<file path="config.mk">
export PLATFORM = sky130hd
export DESIGN_NAME = bch_page_sched_flat
export DESIGN_NICKNAME = d
export VERILOG_FILES = /design/src/rtl/bch_page_sched_if.sv /design/src/rtl/bch_page_sched.sv /design/src/flat_wrapper.sv
export SDC_FILE = /design/constraint.sdc
export NUM_CORES = 1
export LEC_CHECK = 0
export ABC_AREA = 1
export CORE_MARGIN = 2
export CORE_UTILIZATION = 47
export DETAILED_ROUTE_END_ITERATION = 10
export PLACE_DENSITY = 0.86
export RECOVER_POWER = 50
export REMOVE_ABC_BUFFERS = 1
export SETUP_SLACK_MARGIN = 0.1
export SLEW_MARGIN = 20
export SYNTH_ARGS = -nofsm -noshare
export SYNTH_HDL_FRONTEND = slang
export SYNTH_SLANG_ARGS = --single-unit
export TNS_END_PERCENT = 50
</file>
<file path="constraint.sdc">
create_clock -name iclk -period 1.6 [get_ports iclk]
set_input_delay 0.4 -clock iclk [delete_from_list [all_inputs] [get_ports iclk]]
set_output_delay 0.4 -clock iclk [all_outputs]
set_load 0.01 [all_outputs]
</file>
<file path="src/rtl/bch_page_sched_if.sv">
// Handshake bundle between the BCH page scheduler, the input writer,
// the error-locator result path and the Chien-search decision stage.
interface bch_page_sched_if #(
  parameter int m     = 4,
  parameter int PTR_W = 1
);
  logic             iwr_sop;
  logic             owr_rdy;
  logic [PTR_W-1:0] owr_ptr;
  logic             ires_val;
  logic [PTR_W-1:0] ires_ptr;
  logic             ires_decfail;
  logic [m-1:0]     ires_biterr;
  logic             odec_val;
  logic [PTR_W-1:0] odec_ptr;
  logic             odec_decfail;
  logic [m-1:0]     odec_biterr;
  logic             idec_eof;
  logic [PTR_W:0]   ofree_cnt;
  logic             oerr;

  modport master (
    output iwr_sop, ires_val, ires_ptr, ires_decfail, ires_biterr, idec_eof,
    input  owr_rdy, owr_ptr, odec_val, odec_ptr, odec_decfail, odec_biterr,
           ofree_cnt, oerr
  );

  modport slave (
    input  iwr_sop, ires_val, ires_ptr, ires_decfail, ires_biterr, idec_eof,
    output owr_rdy, owr_ptr, odec_val, odec_ptr, odec_decfail, odec_biterr,
           ofree_cnt, oerr
  );
endinterface

</file>
<file path="src/rtl/bch_page_sched.sv">
// Page scheduler for the BCH decoder buffer RAM: allocates free pages, queues
// decode results and runs the decision stage one frame at a time.
module bch_page_sched #(
  parameter int m     = 4,
  parameter int n     = 15,
  parameter int PTR_W = 1
) (
  input  logic            iclk,
  input  logic            ireset,
  input  logic            iclkena,
  bch_page_sched_if.slave bus
);
  localparam int P        = 2**PTR_W;
  localparam int WD_LIMIT = 2*n + 8;
  localparam int WD_W     = $clog2(WD_LIMIT + 1);
  localparam logic [PTR_W:0]  P_CNT   = P[PTR_W:0];
  localparam logic [WD_W-1:0] WD_LAST = WD_W'(WD_LIMIT - 1);

  typedef enum logic {IDLE, RUN} state_t;

  state_t           state, state_next;
  logic [P-1:0]     free_mask, mask_next;
  logic [PTR_W:0]   free_cnt, cnt_next;
  logic [PTR_W-1:0] alloc_ptr;

  logic [PTR_W-1:0] fifo_ptr     [P];
  logic             fifo_decfail [P];
  logic [m-1:0]     fifo_biterr  [P];
  logic [PTR_W-1:0] wr_idx, rd_idx;
  logic [PTR_W:0]   count;
  logic             fifo_full, fifo_empty;

  logic [PTR_W-1:0] run_ptr;
  logic [WD_W-1:0]  wd_cnt;
  logic             dec_val, dec_decfail, err;
  logic [PTR_W-1:0] dec_ptr;
  logic [m-1:0]     dec_biterr;

  logic alloc, alloc_err, push, push_err, pop, rel, timeout, eof_err;

  // Lowest-indexed free page wins.
  always_comb begin
    alloc_ptr = '0;
    for (int i = P - 1; i >= 0; i--)
      if (free_mask[i]) alloc_ptr = PTR_W'(i);
  end

  assign fifo_full  = (count == P_CNT);
  assign fifo_empty = (count == '0);

  assign alloc     = bus.iwr_sop & (|free_mask);
  assign alloc_err = bus.iwr_sop & ~(|free_mask);
  // A result for a page nobody owns cannot be genuine, so it is dropped.
  assign push      = bus.ires_val & ~fifo_full & ~free_mask[bus.ires_ptr];
  assign push_err  = bus.ires_val & (fifo_full | free_mask[bus.ires_ptr]);

  always_comb begin
    state_next = state;
    pop        = 1'b0;
    rel        = 1'b0;
    timeout    = 1'b0;
    eof_err    = 1'b0;
    case (state)
      IDLE: begin
        eof_err = bus.idec_eof;
        if (!fifo_empty) begin
          pop        = 1'b1;
          state_next = RUN;
        end
      end
      RUN: begin
        if (bus.idec_eof) begin
          rel        = 1'b1;
          state_next = IDLE;
        end else if (wd_cnt == WD_LAST) begin
          rel        = 1'b1;
          timeout    = 1'b1;
          state_next = IDLE;
        end
      end
      default: state_next = IDLE;
    endcase
  end

  // The freed page only shows up in alloc_ptr after this edge.
  always_comb begin
    mask_next = free_mask;
    if (alloc) mask_next[alloc_ptr] = 1'b0;
    if (rel)   mask_next[run_ptr]   = 1'b1;
    cnt_next = '0;
    for (int i = 0; i < P; i++)
      cnt_next = cnt_next + {{PTR_W{1'b0}}, mask_next[i]};
  end

  always_ff @(posedge iclk) begin
    if (!ireset) begin
      state       <= IDLE;
      free_mask   <= '1;
      free_cnt    <= P_CNT;
      wr_idx      <= '0;
      rd_idx      <= '0;
      count       <= '0;
      run_ptr     <= '0;
      wd_cnt      <= '0;
      dec_val     <= 1'b0;
      dec_ptr     <= '0;
      dec_decfail <= 1'b0;
      dec_biterr  <= '0;
      err         <= 1'b0;
    end else if (iclkena) begin
      state     <= state_next;
      free_mask <= mask_next;
      free_cnt  <= cnt_next;
      dec_val   <= pop;
      if (push) begin
        fifo_ptr[wr_idx]     <= bus.ires_ptr;
        fifo_decfail[wr_idx] <= bus.ires_decfail;
        fifo_biterr[wr_idx]  <= bus.ires_biterr;
        wr_idx               <= wr_idx + 1'b1;
      end
      if (pop) begin
        rd_idx      <= rd_idx + 1'b1;
        run_ptr     <= fifo_ptr[rd_idx];
        dec_ptr     <= fifo_ptr[rd_idx];
        dec_decfail <= fifo_decfail[rd_idx];
        dec_biterr  <= fifo_biterr[rd_idx];
        wd_cnt      <= '0;
      end else if (state == RUN) begin
        wd_cnt <= wd_cnt + 1'b1;
      end
      case ({push, pop})
        2'b10:   count <= count + 1'b1;
        2'b01:   count <= count - 1'b1;
        default: count <= count;
      endcase
      if (alloc_err | push_err | eof_err | timeout) err <= 1'b1;
    end
  end

  assign bus.owr_rdy      = |free_mask;
  assign bus.owr_ptr      = alloc_ptr;
  assign bus.odec_val     = dec_val & iclkena;
  assign bus.odec_ptr     = dec_ptr;
  assign bus.odec_decfail = dec_decfail;
  assign bus.odec_biterr  = dec_biterr;
  assign bus.ofree_cnt    = free_cnt;
  assign bus.oerr         = err;
endmodule

</file>
<file path="src/flat_wrapper.sv">
// flat-port wrapper written by rule: the top's interface ports become plain ports
module bch_page_sched_flat 
#(
  parameter int m     = 4,
  parameter int n     = 15,
  parameter int PTR_W = 1
)
  (iclk, ireset, iclkena, bus_iwr_sop, bus_ires_val, bus_ires_ptr, bus_ires_decfail, bus_ires_biterr, bus_idec_eof, bus_owr_rdy, bus_owr_ptr, bus_odec_val, bus_odec_ptr, bus_odec_decfail, bus_odec_biterr, bus_ofree_cnt, bus_oerr);
  bch_page_sched_if #(.m(m), .PTR_W(PTR_W)) bus_i ();
  input  logic iclk;
  input  logic ireset;
  input  logic iclkena;
  input wire logic [$bits(bus_i.iwr_sop)-1:0] bus_iwr_sop;
  input wire logic [$bits(bus_i.ires_val)-1:0] bus_ires_val;
  input wire logic [$bits(bus_i.ires_ptr)-1:0] bus_ires_ptr;
  input wire logic [$bits(bus_i.ires_decfail)-1:0] bus_ires_decfail;
  input wire logic [$bits(bus_i.ires_biterr)-1:0] bus_ires_biterr;
  input wire logic [$bits(bus_i.idec_eof)-1:0] bus_idec_eof;
  output wire logic [$bits(bus_i.owr_rdy)-1:0] bus_owr_rdy;
  output wire logic [$bits(bus_i.owr_ptr)-1:0] bus_owr_ptr;
  output wire logic [$bits(bus_i.odec_val)-1:0] bus_odec_val;
  output wire logic [$bits(bus_i.odec_ptr)-1:0] bus_odec_ptr;
  output wire logic [$bits(bus_i.odec_decfail)-1:0] bus_odec_decfail;
  output wire logic [$bits(bus_i.odec_biterr)-1:0] bus_odec_biterr;
  output wire logic [$bits(bus_i.ofree_cnt)-1:0] bus_ofree_cnt;
  output wire logic [$bits(bus_i.oerr)-1:0] bus_oerr;
  assign bus_i.iwr_sop = bus_iwr_sop;
  assign bus_i.ires_val = bus_ires_val;
  assign bus_i.ires_ptr = bus_ires_ptr;
  assign bus_i.ires_decfail = bus_ires_decfail;
  assign bus_i.ires_biterr = bus_ires_biterr;
  assign bus_i.idec_eof = bus_idec_eof;
  assign bus_owr_rdy = bus_i.owr_rdy;
  assign bus_owr_ptr = bus_i.owr_ptr;
  assign bus_odec_val = bus_i.odec_val;
  assign bus_odec_ptr = bus_i.odec_ptr;
  assign bus_odec_decfail = bus_i.odec_decfail;
  assign bus_odec_biterr = bus_i.odec_biterr;
  assign bus_ofree_cnt = bus_i.ofree_cnt;
  assign bus_oerr = bus_i.oerr;
  bch_page_sched #(.m(m), .n(n), .PTR_W(PTR_W)) u_core (.iclk(iclk), .ireset(ireset), .iclkena(iclkena), .bus(bus_i));
endmodule
</file>
### Yosys cells after proc, flatten, opt, wreduce, memory -nomap -nowiden

Memory sizes are Yosys's and may differ from the RTL's. A register that Yosys moved wholly into a read port is not among the register bits.
Cells that the tools add are included.

| word-level totals | value |
|---|---|
| register bits | 17 |
| memories kept | 3 |
| input port bits | 12 |
| output and inout port bits | 12 |
| memory bits (writable) | 12 |

| cells by class | value |
|---|---|
| reduce and logical (&&, ||, !) cells | 14 |
| $lt $le $gt $ge | 5 |
| eq/ne operators | 4 |
| muxes and demuxes | 28 |
| bitwise logic cells | 17 |
| add/sub/neg operators | 6 |

Memory list:

| name | depth | bits a word | read ports | clocked after Yosys merged registers in | write ports | RTL line | source |
|---|---|---|---|---|---|---|---|
| u_core.fifo_biterr | 2 | 4 | 1 | 1 | 1 | bch_page_sched.sv:28 | `logic [m-1:0] fifo_biterr [P];` |
| u_core.fifo_decfail | 2 | 1 | 1 | 1 | 1 | bch_page_sched.sv:27 | `logic fifo_decfail [P];` |
| u_core.fifo_ptr | 2 | 1 | 1 | 1 | 1 | bch_page_sched.sv:26 | `logic [PTR_W-1:0] fifo_ptr [P];` |

Operator list:

| operator | number |
|---|---|
| $mux W1 | 20 |
| $mux W6 | 2 |
| $reduce_and A2 Y1 | 5 |
| $add A6 B1 Y6 const B | 1 |
| $and A1 B1 Y1 | 6 |
| $eq A6 B6 Y1 const B | 1 |
| $lt A1 B2 Y1 const B | 3 |
| $eq A2 B2 Y1 const B | 2 |
| $mux W2 | 2 |
| $not A1 Y1 | 4 |
| $or A1 B1 Y1 | 4 |
| $pmux W2 S2 | 1 |
| $reduce_bool A2 Y1 | 2 |
| $logic_not A1 Y1 | 3 |
| $add A1 B1 Y1 const B | 2 |
| $add A1 B1 Y2 | 1 |
| $add A2 B1 Y2 const B | 1 |
| $and A2 B2 Y2 | 1 |
| $demux W1 S1 | 2 |
| $eq A2 B1 Y1 const B | 1 |
| $ge A1 B1 Y1 const B | 2 |
| $logic_and A1 B1 Y1 | 2 |
| $logic_not A2 Y1 | 1 |
| $not A2 Y2 | 1 |
| 4 further kinds | 4 |

### Logic depth before layout (Yosys ltp)

Gate-level depths: netlist (run 1).

| depth | value |
|---|---|
| depth after elaboration | 12 |
| depth in mapped cells | 10 |
| depth with buffers taken out | 10 |

### Least setup slack after synthesis (run 1)

OpenSTA, ideal clock, no wires.

| path | value |
|---|---|
| kind | register to register |
| start point | register u_core.count[0] |
| end point | memory u_core.fifo_biterr[1][0], enable pin |
| library setup time | 0.377 ns |
| arrival time | 1.217 ns |
| period minus slack after synthesis | 1.594 ns |
| buffers on the path | 0 |
| setup slack | 0.006 ns |
| cell stages (with the launch flop) | 7 |
| cell sequence | dfxtp_1 inv_1 nand2_1 nand3_1 inv_1 nand3_1 nor3_1 |

| on the way | value |
|---|---|
| cells in the longest elaborated chain, start to end | 8 |

RTL lines:

| element | RTL line | source |
|---|---|---|
| start: declaration | bch_page_sched.sv:30 | `logic [PTR_W:0] count;` |
| start signal: assignment | bch_page_sched.sv:132 | `2'b10: count <= count + 1'b1;` |
| start signal: assignment | bch_page_sched.sv:133 | `2'b01: count <= count - 1'b1;` |
| start signal: assignment | bch_page_sched.sv:134 | `default: count <= count;` |
| $eq A2 B2 Y1 | bch_page_sched.sv:48 | `assign fifo_full = (count == P_CNT);` |
| $not A1 Y1 | bch_page_sched.sv:54 | `assign push = bus.ires_val & ~fifo_full & ~free_mask[bus.ires_ptr];` |
| $and A1 B1 Y1 (2 in a row) | bch_page_sched.sv:54 |  |
| $mux W1 | bch_page_sched.sv:115 | `if (push) begin` |
| $mux W1 | bch_page_sched.sv:110 | `end else if (iclkena) begin` |
| $mux W1 | bch_page_sched.sv:96 | `if (!ireset) begin` |
| $mux W1 (implied by the code) | bch_page_sched.sv:118 | `fifo_biterr[wr_idx] <= bus.ires_biterr;` |
| end: declaration | bch_page_sched.sv:28 |  |

Every way passes these cells.

### Worst setup path after layout (run 1)

| path | value |
|---|---|
| start point | register u_core.count[0] |
| end point | register u_core.count[1] |

| on the way | value |
|---|---|
| elaborated cells on any way between the ends | 14 |
| those cells by class | 2 x add/sub; 3 x eq/ne; 3 x mux; 3 x bitwise; 3 x reduce/logical |

RTL lines:

| element | RTL line | source |
|---|---|---|
| $logic_not A2 Y1 * | bch_page_sched.sv:49 | `assign fifo_empty = (count == '0);` |
| $mux W1 * | bch_page_sched.sv:66 | `if (!fifo_empty) begin` |
| $mux W1 * | bch_page_sched.sv:63 | `case (state)` |
| via u_core.pop | bch_page_sched.sv:39 | `logic alloc, alloc_err, push, push_err, pop, rel, timeout, eof_err;` |
| $eq A2 B2 Y1 / $eq A2 B1 Y1 (equally long branches) | bch_page_sched.sv:131 | `case ({push, pop})` |
| $reduce_bool A2 Y1 (no line) | n/a |  |
| $reduce_and A2 Y1 (no line) | n/a |  |

The timed path passes the listed nets; every way through them passes the cells marked *.
A chain may end at the register's enable or synchronous reset.

==> out/metrics.cfg, run 1 <==
[worst_setup_path]
crit_fanout=4
r2r-start=u_core.count[0]
cp-startpoint=u_core.count[0]
critPathCapture=u_core.count[1]
ff2ff_setup_slack_ps=70
worstReg2RegEnd=u_core.count[1]
crit_path_start_kind=flop
worst_setup_path_end_kind=flop
crit_type=flop to flop
required_ps=1850
cp.arrival_ps=1780
r2r.worst_path.cells=8

[global_routing]
grt_max_degree=14
grt_pass1_vias=1253
antenna_found_initial=0
grt_pass1_wl_mm=5.278
grtUsageTotal_pct=19.46
grt_overflow=0

[timing]
finClkSkew_ps=8.849
worst_pin_slew_ps=257.5
max_slew_margin_pct=82.72
final-setup-viol-count=0
hold_violations=0
clock.fmax_ghz=0.6545
rsz0062_at_grt=true
period_share_pct=95.50
slew_violations=0
period_minus_slack_ps=1528

[synth]
synth_seq_area_share_pct=53.03
synth_area_per_cell_um2=8.277
synth_warnings=0
synth_xor_area_share_pct=0
synth_compound_area_share_pct=12.93
synth.distinct_cells=23
synth_top_area_share_pct=29.75
ys_ff_latch=35
yosys.area.top_type=dfxtp_1
synth_area_mm2=0.001548
synth_top_family_by_area=simple AND/OR/NAND/NOR gates
synth_mux_area_share_pct=0
synth_simple_gate_area_share_pct=22.96
synth_cells=187
ys_top_cells_by_area=dfxtp_1 30%, edfxtp_1 23%, nand2_1 12%
synth-adder-area-share_pct=3.234

[run]
cap_violations=0

[clock_network]
insertion_delay_ps=350
postCtsHoldBufs=0
numCtsBuffers=5
clkTransAtPathRegs_ps=120
cts_tree=yes
clockBufferDepth=2
cts_max_level=2
cts_root_buf=clkbuf_4
numClockSinks=35

[finish]
fin_util_pct=67.62
nFillCells=264
n_antenna_cell=0
drive_gt1_share_pct=23.75
area.growth.synth_to_final_pct=35.57
fin_nets=255
stdcell_area_mm2=0.002098

[placed_design]
placed_area_mm2=0.001998
place_hpwl_mm=2.401
gp_congestion=0.7979
port_buffers=23

[routing]
avgRoutedWirePerCell_um=12.57
drc=0
wirelength_mm=3.570
drt_iter0_markers=46
dr.pass1.iters=4
viasPerCell=4.919
ant_nets=0
vias=1397

[pwr]
p_total_mw=1.869
leakage_nw=0.9035
power.density_mw_per_mm2=890.7
vdd_drop_max_mv=0.5918

[floorplanning]
die_h_um=61.39
core_mm2=0.003103
boundaryPins=24
start_util_pct=49.88
core.rowCount=20
die-area_mm2=0.003768
die-width_um=61.39

[status]
status=finished clean

[min_path]
min_path_type=flop to flop

-- cells by family (layout without fill, tap and decap cells) --
family / after synthesis / after routing
AO/OA/AOI/OAI: 37 / 37
adder cells (fa/ha/maj): 4 / 4
buffers and inverters: 30 / 83
flip-flops: 35 / 35
AND/OR/NAND/NOR: 81 / 81
-- per-stage QoR --
stage	TNS (ps)	hold slack (ps)	setup WS [ps]	cells
finish	0	474.7	72.06	284
global route	-6.229	510.7	-6.229	284
CTS	0	480.3	46.20	281
detailed placement	-8121	456.3	-474.5	273
global placement	-7090	450.3	-430.2	273
floorplan	0	440.2	6.801	182
-- how the worst min path moves through the flow --
stage	from	to	slack, ps	cells past startpoint
global placement	u_core.wr_idx	u_core.wr_idx	450	2
global route	u_core.wr_idx	u_core.wr_idx	510	2
detailed placement	u_core.bus.ofree_cnt[1]	u_core.bus.ofree_cnt[1]	460	2
CTS	u_core.wr_idx	u_core.wr_idx	480	2
floorplan	u_core.wr_idx	u_core.wr_idx	440	2
finish	u_core.wr_idx	u_core.wr_idx	470	2
-- routing by layer --
| metal | track usage (%) | vias up | wire (µm) |
|---|---|---|---|
| met2 | 33.59 | 23 | 1791 |
| met3 | 5.882 | 7 | 129 |
| met1 | 22.85 | 643 | 1576 |
| li1 | - | 724 | - |
| met5 | 0 | - | 0 |
| met4 | 7.295 | 0 | 72 |
-- state kept, by name, summed over array words and instances, names as in the netlist --
| signal | count |
|---|---|
| u_core.bus.ofree_cnt | 2 |
| u_core.state | 1 |
| u_core.dec_val | 1 |
| u_core.fifo_decfail | 2 |
| u_core.count | 2 |
| u_core.wd_cnt | 6 |
| u_core.fifo_ptr | 2 |
| u_core.bus.oerr | 1 |
| u_core.bus.odec_biterr | 4 |
| u_core.fifo_biterr | 8 |
| u_core.bus.odec_ptr | 1 |
| u_core.free_mask | 2 |
| u_core.bus.odec_decfail | 1 |
| u_core.wr_idx | 1 |
| u_core.rd_idx | 1 |
-- cells in the final DEF, fill, tap and decap left out --
cell             Yosys  final
nand2_1             49     46
inv_1               24     23
buf_4                2     22
dfxtp_1             23     18
a21oi_1             13     13
o21ai_0             10     12
edfxtp_1            12     12
dlygate4sd2_1        0     11
nor2_1              12     10
nand3_1             10      7
clkbuf_4             0      7
a31oi_1              6      6
dlygate4sd3_1        0      5
nand4_1              4      4
clkdlybuf4s50_1      0      4
nor2_4               1      3
nand2_2              0      3
nand3_2              0      3
o21ai_1              5      3
ha_1                 4      3
dfxtp_2              0      3
inv_2                1      2
o21bai_1             2      2
or2_2                2      2
clkinvlp_4           0      2
clkbuf_2             0      2
clkbuf_1             2      2
dfxtp_4              0      2
nor3_1               1      1
nor3_4               1      1
nor2_2               1      1
a22oi_1              1      1
ha_4                 0      1
inv_6                0      1
clkdlybuf4s15_2      0      1
buf_2                1      1
-- synth_stat cells, drive strengths merged --
master	instances
nand3	10
nand2	49
a21oi	13
inv	25
or2	2
nor2	14
ha	4
dfxtp	23
nand4	4
clkbuf	2
a22oi	1
edfxtp	12
o21ai	15
a31oi	6
buf	3
nor3	2
o21bai	2
-- worst max-delay path, cell delays in order (launching register included) --
cell     delay [ps]
dfxtp_2         360
buf_4           140
nor2_4          160
nor2_4           70
ha_4            240
nor2_2          130
nand3_2         100
o21ai_1         180
a21oi_1          50
-- repair_timing --
action	in CTS	in global routing
hold endpoints to repair	0	0
resized for setup	25	18
setup buffers	0	3
setup endpoints to repair	29	18
pin swaps	1	5
-- power by group --
group	switching [mW]	leakage, nW	total, mW	internal (mW)
registers	0.0366	0.297	1.00	0.965
clock network	0.328	0.0278	0.504	0.176
logic	0.193	0.578	0.364	0.171
total	0.558	0.903	1.87	1.31
-- layout make-up --
class	count	area, µm²	area share [%]
clock buffer	5	37.54	1.789
clock inverter	3	23.77	1.133
inverter	25	93.84	4.472
multi-input combinational	122	655.6	31.25
sequential	35	832.0	39.65
tap	44	55.05	2.624
timing repair buffer	50	400.4	19.08
(Power assumes the default switching activity.)
==> run 2: changes to the inputs <==
--- a/config.mk
+++ b/config.mk
@@ -6,7 +6,7 @@
 export NUM_CORES = 1
 export LEC_CHECK = 0
 export ABC_AREA = 1
-export CORE_MARGIN = 2
+export CORE_MARGIN = 5
 export CORE_UTILIZATION = 47
 export DETAILED_ROUTE_END_ITERATION = 10
 export PLACE_DENSITY = 0.86
==> run 2 against run 1 <==
- clock power shrank 6.9%
- die area grew 21%
- clock-buffer cell count unchanged
- sequential power is essentially flat
- final cell count down 0.70%
- critical path depth unchanged
- clock skew is 3.6 ps higher
- register-to-register slack about the same
==> out/metrics.cfg, run 2 (synthesis gave the netlist of run 1 again) <==
[global_routing]
grt_pass1_vias=1385  ; +11%
grtUsageTotal_pct=17.39  ; -2.1 points
grt_pass1_wl_mm=5.782  ; +9.5%
grt_overflow=0  ; unchanged
antenna_found_initial=0  ; unchanged
grt_max_degree=14  ; unchanged

[pwr]
p_sw_uw=535.1  ; -4.1%
power_frac_comb_pct=19.7  ; +0.2 points
power.density_mw_per_mm2=881.9  ; -0.99%
clockPowerShare_pct=25.6  ; -1.4 points
internal_power_mw=1.295  ; -1.2%
vdd_drop_max_mv=0.5885  ; -0.56%
netSwitchingFraction_pct=29.25  ; -0.62 points
leakage_nw=0.8918  ; -1.3%
seqPwrFrac_pct=54.7  ; +1.1 points

[floorplanning]
die-area_mm2=0.004541  ; +21%
start_util_pct=49.88  ; unchanged
boundaryPins=24  ; unchanged
core_mm2=0.003103  ; unchanged
core.rowCount=20  ; unchanged
die_h_um=67.39  ; +9.8%
die-width_um=67.39  ; +9.8%

[timing]
max_slew_margin_pct=79.85  ; -2.9 points
slew_violations=0  ; unchanged
final-setup-viol-count=0  ; unchanged
period_minus_slack_ps=1518  ; -9.914 ps
hold_violations=0  ; unchanged
finClkSkew_ps=12.44  ; +3.595 ps
period_share_pct=94.88  ; -0.62 points
rsz0062_at_grt=true
worst_pin_slew_ps=302.2  ; +44.72 ps
clock.fmax_ghz=0.6588  ; +0.65%
layout_setup_ws_ps=81.97  ; +9.914 ps

[routing]
vias=1428  ; +2.2%
drt_iter0_markers=107  ; +130%
avgRoutedWirePerCell_um=12.69  ; +0.96%
ant_nets=0  ; unchanged
viasPerCell=5.064  ; +2.9%
wirelength_mm=3.579  ; +0.25%
drc=0  ; unchanged
dr.pass1.iters=4  ; unchanged

[finish]
fin_util_pct=66.85  ; -0.77 points
drive_gt1_share_pct=22.69  ; -1.1 points
n_antenna_cell=0  ; unchanged
area.growth.synth_to_final_pct=34.03
fin_nets=253  ; -0.78%
layout_commonest_cell=nand2_1
nFillCells=264  ; unchanged
largest_register_ffs=8  ; unchanged
regMostFlops=u_core.fifo_biterr
final_cell_mix=47 x nand2_1, 23 x inv_1, 19 x buf_4, 17 x dfxtp_1, 13 x a21oi_1

[status]
status=finished clean

[worst_setup_path]
crit_path_start_kind=flop
crit_type=flop to flop
worst_setup_path_end_kind=flop
cp.arrival_ps=1770  ; about the same
required_ps=1850  ; about the same
crit_fanout=4  ; unchanged

[clock_network]
clkTransAtPathRegs_ps=110  ; about the same
numClockSinks=35  ; unchanged
cts_max_level=2  ; unchanged
cts_tree=yes
insertion_delay_ps=350  ; about the same
postCtsHoldBufs=0  ; unchanged
numCtsBuffers=5  ; unchanged
clockBufferDepth=2  ; unchanged
cts_root_buf=clkbuf_4

[placed_design]
place_hpwl_mm=2.480  ; +3.3%
gp_congestion=0.8229  ; +3.1%
pre_cts_slack_ps=-513.7  ; -39.20 ps
port_buffers=23  ; unchanged

[run]
cap_violations=0  ; unchanged

[min_path]
min_path_type=flop to flop

-- run 2: cell count changes in the layout (fill, tap and decap cells not counted), moves of 2 or more --
| cell | before | now |
|---|---|---|
| o21ai_0 | 12 | 9 |
| buf_4 | 22 | 19 |
| o21ai_1 | 3 | 6 |
| clkinv_1 | 0 | 2 |
| nor3_2 | 0 | 2 |
-- run 2: repair_timing --
| action | 4_1_cts | 5_1_grt |
|---|---|---|
| resized for setup | 23 | 20 |
| pin swaps | 1 | 4 |
| endpoints found under the setup margin | 27 | 17 |
| buffers inserted | 0 | 2 |
-- run 2: worst paths after layout --
path | startpoint | to | slack [ps] | depth (start not counted)
worst max-delay path | u_core.count[0] | u_core.count[1] | 80 | 8
worst min-delay path | u_core.wr_idx | u_core.wr_idx | 460 | 2
worst max register to register | u_core.count[0] | u_core.count[1] | 80 | 8
worst min register to register | u_core.wr_idx | u_core.wr_idx | 460 | 2
-- run 2: final cells by class --
class	instances	area [µm²]	area share (%)
clock inverter	3	15.01	0.7238
inverter	25	93.84	4.524
sequential	35	833.3	40.17
clock buffer	5	37.54	1.809
tap	44	55.05	2.654
multi-input combinational	122	651.9	31.42
timing repair buffer	48	387.9	18.70
-- run 2: per-layer routing --
layer	global-route usage, %	up-vias	routed length, µm
li1	-	718	-
met1	19.96	657	1455
met2	27.61	41	1815
met3	5.990	12	189
met4	10.89	0	119
met5	0	-	0
-- run 2: through the flow --
step	cells	hold slack [ps]	cell area (µm²)	power [mW]	setup TNS (ps)
finish	282	461.5	2074	1.830	0
global placement	272	446.7	1991	1.363	-7055
detailed placement	272	454.9	1991	1.379	-8263
global route	282	500.6	2074	1.937	0
floorplan	182	440.2	1520	1.178	0
CTS	280	468.9	2039	1.833	0
-- run 2: power groups by stage --
stage	Sequential (mW)	Combinational, mW	Clock, mW
finish	1.00	0.361	0.469
global route	1.01	0.401	0.530
CTS	0.997	0.346	0.490
detailed placement	1.02	0.362	0
global placement	1.02	0.348	0
floorplan	1.03	0.151	0
-- run 2: critical path: stages (launching register included) --
cell	delay, ps
dfxtp_1	370
buf_4	150
nor2_4	50
nor2_2	190
ha_4	240
nor2_2	140
nand3_2	90
o21ai_1	130
a21oi_1	50
